**src/rtl/pipe_hazard_ctrl.sv**
```systemverilog
// Unified hazard controller for a 5-stage pipeline: forwarding, load-use stalls, load-wait freeze,
// branch/jump flushes and drain-then-halt. Define HAZ_PERF_CNT_EN to add saturating event counters.
module pipe_hazard_ctrl #(
    parameter int RA_W      = 3,
    parameter int ZERO_REG  = 0,
    parameter int DRAIN_CYC = 3,
    parameter int CNT_W     = 16
) (
    input  logic            clk,
    input  logic            reset_n,
    input  logic [RA_W-1:0] id_rs1,
    input  logic [RA_W-1:0] id_rs2,
    input  logic            id_use1,
    input  logic            id_use2,
    input  logic [RA_W-1:0] id_rd,
    input  logic            id_regwrite,
    input  logic            id_memread,
    input  logic            id_jump,
    input  logic            ex_branch_taken,
    input  logic            mem_ready,
    input  logic            halt_req,
    output logic            stall_if,
    output logic            stall_id,
    output logic            flush_ifid,
    output logic            bubble_ex,
    output logic            freeze_all,
    output logic [1:0]      fwd_a,
    output logic [1:0]      fwd_b,
    output logic            halted,
    output logic [2:0]      state
`ifdef HAZ_PERF_CNT_EN
    ,
    output logic [CNT_W-1:0] stall_cnt,
    output logic [CNT_W-1:0] freeze_cnt,
    output logic [CNT_W-1:0] flush_cnt
`endif
);

    typedef enum logic [2:0] {
        ST_RUN        = 3'd0,
        ST_LOAD_WAIT  = 3'd1,
        ST_HALT_DRAIN = 3'd2,
        ST_HALTED     = 3'd3
    } state_e;

    localparam int                DC_W    = $clog2(DRAIN_CYC);
    localparam logic [DC_W-1:0]   DC_LAST = DC_W'(DRAIN_CYC - 1);

    if (DRAIN_CYC < 3 || CNT_W < 1) begin : g_param_check
        $error("pipe_hazard_ctrl: DRAIN_CYC must be >= 3 and CNT_W >= 1");
    end

    state_e          state_q, state_d;
    logic [DC_W-1:0] cnt_q, cnt_d;
    logic            halt_pend_q, halt_pend_d;

    // Shadow pipeline: only the metadata needed for hazard decisions
    logic [RA_W-1:0] ex_rs1_q, ex_rs2_q, ex_rd_q;
    logic            ex_rw_q, ex_mr_q;
    logic [RA_W-1:0] mem_rd_q;
    logic            mem_rw_q, mem_mr_q;
    logic [RA_W-1:0] wb_rd_q;
    logic            wb_rw_q;

    logic load_wait, load_use, flush_req, halt_any, ex_kill;

    function automatic logic live_rd(input logic [RA_W-1:0] r);
        return (ZERO_REG == 0) || (r != '0);
    endfunction

    function automatic logic [1:0] fwd_sel(
        input logic [RA_W-1:0] src,
        input logic [RA_W-1:0] m_rd,
        input logic            m_rw,
        input logic            m_mr,
        input logic [RA_W-1:0] w_rd,
        input logic            w_rw
    );
        // A load in MEM has no data yet; the load-use stall keeps consumers out of EX
        if (m_rw && !m_mr && live_rd(m_rd) && (m_rd == src)) return 2'b01;
        if (w_rw && live_rd(w_rd) && (w_rd == src))          return 2'b10;
        return 2'b00;
    endfunction

    assign load_wait = mem_mr_q & ~mem_ready;
    assign flush_req = ex_branch_taken | id_jump;
    assign halt_any  = halt_req | halt_pend_q;
    assign load_use  = ex_mr_q & ex_rw_q & live_rd(ex_rd_q)
                     & ((id_use1 & (ex_rd_q == id_rs1)) | (id_use2 & (ex_rd_q == id_rs2)));

    assign fwd_a = fwd_sel(ex_rs1_q, mem_rd_q, mem_rw_q, mem_mr_q, wb_rd_q, wb_rw_q);
    assign fwd_b = fwd_sel(ex_rs2_q, mem_rd_q, mem_rw_q, mem_mr_q, wb_rd_q, wb_rw_q);
    assign state = state_q;

    always_comb begin
        // NOTE: every signal driven here gets a default first, so no branch can infer a latch.
        state_d     = state_q;
        cnt_d       = cnt_q;
        halt_pend_d = halt_pend_q;
        stall_if    = 1'b0;
        stall_id    = 1'b0;
        flush_ifid  = 1'b0;
        bubble_ex   = 1'b0;
        freeze_all  = 1'b0;
        halted      = 1'b0;
        ex_kill     = 1'b0;

        if (reset_n) begin
            if (load_wait && state_q != ST_HALTED) begin
                freeze_all = 1'b1;
                stall_if   = 1'b1;
                stall_id   = 1'b1;
            end else begin
                case (state_q)
                    ST_RUN, ST_LOAD_WAIT: begin
                        flush_ifid = flush_req;
                        bubble_ex  = ex_branch_taken;
                        // A flush makes the stalled instruction wrong-path, so the stall is dropped
                        if (!flush_req && load_use) begin
                            stall_if  = 1'b1;
                            stall_id  = 1'b1;
                            bubble_ex = 1'b1;
                        end
                    end
                    ST_HALT_DRAIN: begin
                        stall_if   = 1'b1;
                        bubble_ex  = 1'b1;
                        flush_ifid = flush_req;
                    end
                    ST_HALTED: begin
                        stall_if = 1'b1;
                        stall_id = 1'b1;
                        halted   = 1'b1;
                        ex_kill  = 1'b1;
                    end
                    default: ;
                endcase
            end

            case (state_q)
                ST_RUN: begin
                    if (load_wait) begin
                        state_d     = ST_LOAD_WAIT;
                        halt_pend_d = halt_any;
                    end else if (halt_any && !flush_req) begin
                        state_d     = ST_HALT_DRAIN;
                        cnt_d       = '0;
                        halt_pend_d = 1'b0;
                    end
                end
                ST_LOAD_WAIT: begin
                    halt_pend_d = halt_any;
                    if (!load_wait) state_d = ST_RUN;
                end
                ST_HALT_DRAIN: begin
                    if (!load_wait) begin
                        if (cnt_q == DC_LAST) state_d = ST_HALTED;
                        else                  cnt_d   = cnt_q + DC_W'(1);
                    end
                end
                ST_HALTED: ;
                default: state_d = ST_RUN;
            endcase
        end
    end

    // NOTE: sequential state uses non-blocking assignments so every register samples pre-edge values.
    always_ff @(posedge clk or negedge reset_n) begin
        if (!reset_n) begin
            state_q     <= ST_RUN;
            cnt_q       <= '0;
            halt_pend_q <= 1'b0;
        end else begin
            state_q     <= state_d;
            cnt_q       <= cnt_d;
            halt_pend_q <= halt_pend_d;
        end
    end

    always_ff @(posedge clk or negedge reset_n) begin
        if (!reset_n) begin
            ex_rs1_q <= '0;
            ex_rs2_q <= '0;
            ex_rd_q  <= '0;
            ex_rw_q  <= 1'b0;
            ex_mr_q  <= 1'b0;
            mem_rd_q <= '0;
            mem_rw_q <= 1'b0;
            mem_mr_q <= 1'b0;
            wb_rd_q  <= '0;
            wb_rw_q  <= 1'b0;
        end else if (!freeze_all) begin
            if (bubble_ex || flush_ifid || ex_kill) begin
                ex_rs1_q <= '0;
                ex_rs2_q <= '0;
                ex_rd_q  <= '0;
                ex_rw_q  <= 1'b0;
                ex_mr_q  <= 1'b0;
            end else begin
                ex_rs1_q <= id_rs1;
                ex_rs2_q <= id_rs2;
                ex_rd_q  <= id_rd;
                ex_rw_q  <= id_regwrite;
                ex_mr_q  <= id_memread;
            end
            mem_rd_q <= ex_rd_q;
            mem_rw_q <= ex_rw_q;
            mem_mr_q <= ex_mr_q;
            wb_rd_q  <= mem_rd_q;
            wb_rw_q  <= mem_rw_q;
        end
    end

`ifdef HAZ_PERF_CNT_EN
    logic [CNT_W-1:0] stall_cnt_q, freeze_cnt_q, flush_cnt_q;

    // stall_id together with bubble_ex only occurs for a load-use stall
    always_ff @(posedge clk or negedge reset_n) begin
        if (!reset_n) begin
            stall_cnt_q  <= '0;
            freeze_cnt_q <= '0;
            flush_cnt_q  <= '0;
        end else begin
            if (stall_id && bubble_ex && stall_cnt_q != '1) stall_cnt_q  <= stall_cnt_q + CNT_W'(1);
            if (freeze_all && freeze_cnt_q != '1)          freeze_cnt_q <= freeze_cnt_q + CNT_W'(1);
            if (flush_ifid && flush_cnt_q != '1)           flush_cnt_q  <= flush_cnt_q + CNT_W'(1);
        end
    end

    assign stall_cnt  = stall_cnt_q;
    assign freeze_cnt = freeze_cnt_q;
    assign flush_cnt  = flush_cnt_q;
`endif

endmodule

```
**config.mk**
```make
export PLATFORM = sky130hd
export DESIGN_NAME = pipe_hazard_ctrl
export DESIGN_NICKNAME = d
export VERILOG_FILES = /design/src/rtl/pipe_hazard_ctrl.sv
export SDC_FILE = /design/constraint.sdc
export NUM_CORES = 1
export LEC_CHECK = 0
export ABC_CLOCK_PERIOD_IN_PS = 4600
export BUFFER_PORTS_ARGS = -buffer_cell sky130_fd_sc_hd__buf_4
export CAP_MARGIN = 20
export CORE_MARGIN = 2
export CORE_UTILIZATION = 57
export DETAILED_ROUTE_END_ITERATION = 6
export GPL_ROUTABILITY_DRIVEN = 0
export GPL_TIMING_DRIVEN = 0
export PLACE_DENSITY = 0.85
export SLEW_MARGIN = 20
export SYNTH_ARGS = -nofsm -noshare
export SYNTH_HDL_FRONTEND = slang
export SYNTH_SLANG_ARGS = --single-unit
```
**constraint.sdc**
```tcl
create_clock -name clk -period 4.6 [get_ports clk]
set_input_delay 1.38 -clock clk [delete_from_list [all_inputs] [get_ports clk]]
set_output_delay 1.38 -clock clk [all_outputs]
set_load 0.02 [all_outputs]
```
==> flow_summary.json <==
{
  "h-tree-depth": 1,
  "final.period_utilization_pct": 91.7,
  "synth_cell_types": 38,
  "critPathMaxFanout": 28,
  "cts_tree": "done",
  "synth_compound_area_share_pct": 14.1,
  "port_buffers": 30,
  "crit_slowest_cell": "or4_1",
  "cts_resized": 0,
  "ios": 32,
  "cp-start-kind": "input pin",
  "yosys.area_share.simple_pct": 14.6,
  "synth.area.top_cells": "dfrtp_1 45%, mux2_4 7.5%, xnor2_1 7.5%, a22o_1 6.9%, xor2_1 3.8%",
  "clkLatencyLatePin_ns": 0.32,
  "drive_gt1_share_pct": 32.1,
  "drc_errors": 0,
  "synth_fp_nets": 145,
  "ant_nets": 0,
  "die_width_um": 53.5,
  "ys_seq_elements": 25,
  "holdPathEnd": "cnt_q[1]$_DFFE_PN0P_",
  "n_antenna_cell": 0,
  "viasPerCell": 5.74,
  "synthAdderAreaFrac_pct": 0.895,
  "min_from": "cnt_q[1]$_DFFE_PN0P_",
  "hold_buffers": 0,
  "combPwrFrac_pct": 42.0,
  "async_reset_ff_share_pct": 100,
  "cts.sinks": 25,
  "core_area_um2": 2250,
  "antenna_found_initial": 0,
  "gr-usage-all-layers_pct": 24.8,
  "final_util_pct": 74.7,
  "yosys.area.top_type_share_pct": 44.8,
  "synth_area_leader_cell": "dfrtp_1",
  "maxCapViolations": 0,
  "die_h_um": 53.5,
  "synthCells": 125,
  "p_sw_share_pct": 37.2,
  "cp_common_cell": "buf_4",
  "fin_skew_ns": 0.00969,
  "cp.required_ns": 3.22,
  "drt_first_pass_iters": 4,
  "fmax_mhz": 237,
  "grt_pass1_wl_mm": 5.06,
  "avgSynthCellArea_um2": 11.2,
  "finalSetupViolations": 0,
  "seqPwrFrac_pct": 44.6,
  "period_needed_ns": 4.22,
  "power_density_nw_per_um2": 432,
  "syn_to_final_growth_pct": 20.5,
  "final_max_slew_viol_count": 0,
  "drt_iter0_drc": 13,
  "synth_top_family_by_area": "simple AND/OR/NAND/NOR gates",
  "r2r_end": "cnt_q[1]$_DFFE_PN0P_",
  "power_leakage_nw": 0.804,
  "reg2reg_depth": 4,
  "switching_power_uw": 270,
  "nets": 180,
  "path_class": "in -> out",
  "start_util_pct": 62.0,
  "r2r_slack_ns": 2.99,
  "ys_seq_area_share_pct": 44.8,
  "end_kind": "output pin",
  "dp_hpwl_mm": 2.28,
  "rsz0062_at_grt": "false",
  "wire_per_inst_um": 15.8,
  "synthesis.area_um2": 1400,
  "critPathMaxStageDelay_ns": 0.49,
  "rows": 17,
  "hp-class": "reg -> reg",
  "root_buffer": "clkbuf_4",
  "die_area_um2": 2860,
  "grt_start_max_net_pins": 29,
  "cp.arrival_ns": 2.84,
  "vdd_drop_max_mv": 0.292,
  "dr_total_vias": 1073,
  "reg2reg_from": "state[0]$_DFFE_PN0P_",
  "cts_setup_buffers": 0,
  "hold_violations": 0,
  "cts_buffer_depth": 2,
  "synth.area.mux_share_pct": 9.94,
  "setup-tns-final_ns": 0,
  "path_cells": "buf_4 > buf_4 > nand3_1 > or4_1 > o22ai_1 > buf_4",
  "cts_made_buffers": 3,
  "clkPwrFrac_pct": 13.4,
  "clk_pin_slew_worst_paths_ns": 0.12,
  "wl_mm": 2.96,
  "status": "finished, final reports clean",
  "hold_depth": 1,
  "synth_flop_cell": "dfrtp_1",
  "synth_xor_area_share_pct": 11.3,
  "gr-total-overflow": 0,
  "intPower_uw": 457,
  "grt_pass1_vias": 1032,
  "ys.warnings.count": 0,
  "synth-edff-count": 0
}
## power groups by stage
stage,combinational (mW),clock (mW),sequential [mW]
finish,0.305,0.0977,0.324
global route,0.334,0.107,0.334
CTS,0.306,0.0992,0.324
detailed placement,0.304,0,0.328
global placement,0.291,0,0.323
floorplan,0.205,0,0.323
## synthesized netlist by cell type (2+ instances only)
library cell  number
nand2_1            6
nand2b_1           4
a21oi_1            2
o31ai_1            2
dfrtp_1           25
a22o_1            11
buf_4              2
xnor2_1           12
nand4_1            5
mux2_1             2
o22ai_1            2
o21ai_0            3
or2_1              2
mux2_4             7
nor4_1             2
nor2_1             9
xor2_1             6
buf_6              3
## critical path, delay by kind of cell
family / cells / cell delay [ns]
compound gates: 1 / 0.15
buf+inv: 3 / 0.70
simple gates: 2 / 0.61
## cells by family after synthesis
| group | after synthesis |
|---|---|
| XOR/XNOR | 18 |
| adder cells (fa/ha/maj) | 1 |
| buffers and inverters | 7 |
| AND/OR/NAND/NOR | 37 |
| multiplexers | 10 |
| flip-flops | 25 |
| other | 1 |
| AO/OA/AOI/OAI | 26 |
## how the worst max path moves through the flow
| stage | startpoint | end | slack, ns | depth (start not counted) |
|---|---|---|---|---|
| 3_5_place_dp | reset_n | bubble_ex | 0.37 | 6 |
| 2_1_floorplan | mem_ready | bubble_ex | 0.76 | 4 |
| 6_report | reset_n | bubble_ex | 0.38 | 6 |
| 5_1_grt | reset_n | bubble_ex | 0.30 | 6 |
| 4_1_cts | reset_n | bubble_ex | 0.37 | 6 |
| 3_3_place_gp | reset_n | bubble_ex | 0.44 | 6 |
## placed cells by master, fill, tap and decap left out, drive strengths merged, types with 5 or more instances in the layout
cell type,n
a22o,11
buf,36
dfrtp,25
mux2,10
nand2,6
nand4,5
nor2,9
xnor2,12
xor2,6
## per-stage QoR
| step | setup WS [ns] | hold slack, ns | instances | instance area (µm²) | total power, mW |
|---|---|---|---|---|---|
| after global routing | 0.304 | 0.561 | 187 | 1680 | 0.775 |
| after CTS | 0.373 | 0.519 | 187 | 1680 | 0.729 |
| after floorplan | 0.763 | 0.462 | 125 | 1400 | 0.528 |
| after detailed placement | 0.372 | 0.488 | 183 | 1660 | 0.632 |
| after global placement | 0.440 | 0.474 | 183 | 1660 | 0.614 |
| final | 0.381 | 0.520 | 187 | 1680 | 0.727 |
## layout make-up
type                       count  area (µm²)
multi-input combinational     93         714
sequential                    25         626
fill                         167         571
timing repair buffer          30         225
buffer                         6        53.8
tap                           28        35.0
clock buffer                   4        26.3
inverter                       1        3.75
## flip-flops by register name (all words and copies together), names as in the netlist
name and count:
mem_mr_q 1, ex_mr_q 1, ex_rw_q 1, mem_rw_q 1, halt_pend_q 1, ex_rd_q 3
cnt_q 2, ex_rs1_q 3, wb_rd_q 3, ex_rs2_q 3, state 2, wb_rw_q 1
mem_rd_q 3
## per-layer routing
| metal | vias up | global-route usage [%] | share of wire [%] |
|---|---|---|---|
| met3 | 2 | 2.82 | 2.7 |
| met1 | 534 | 33.6 | 45 |
| met5 | - | 0 | 0 |
| met2 | 20 | 42.6 | 51 |
| li1 | 517 | - | - |
| met4 | 0 | 5.56 | 0.74 |
No activity file was read; power rests on OpenSTA's default activity.
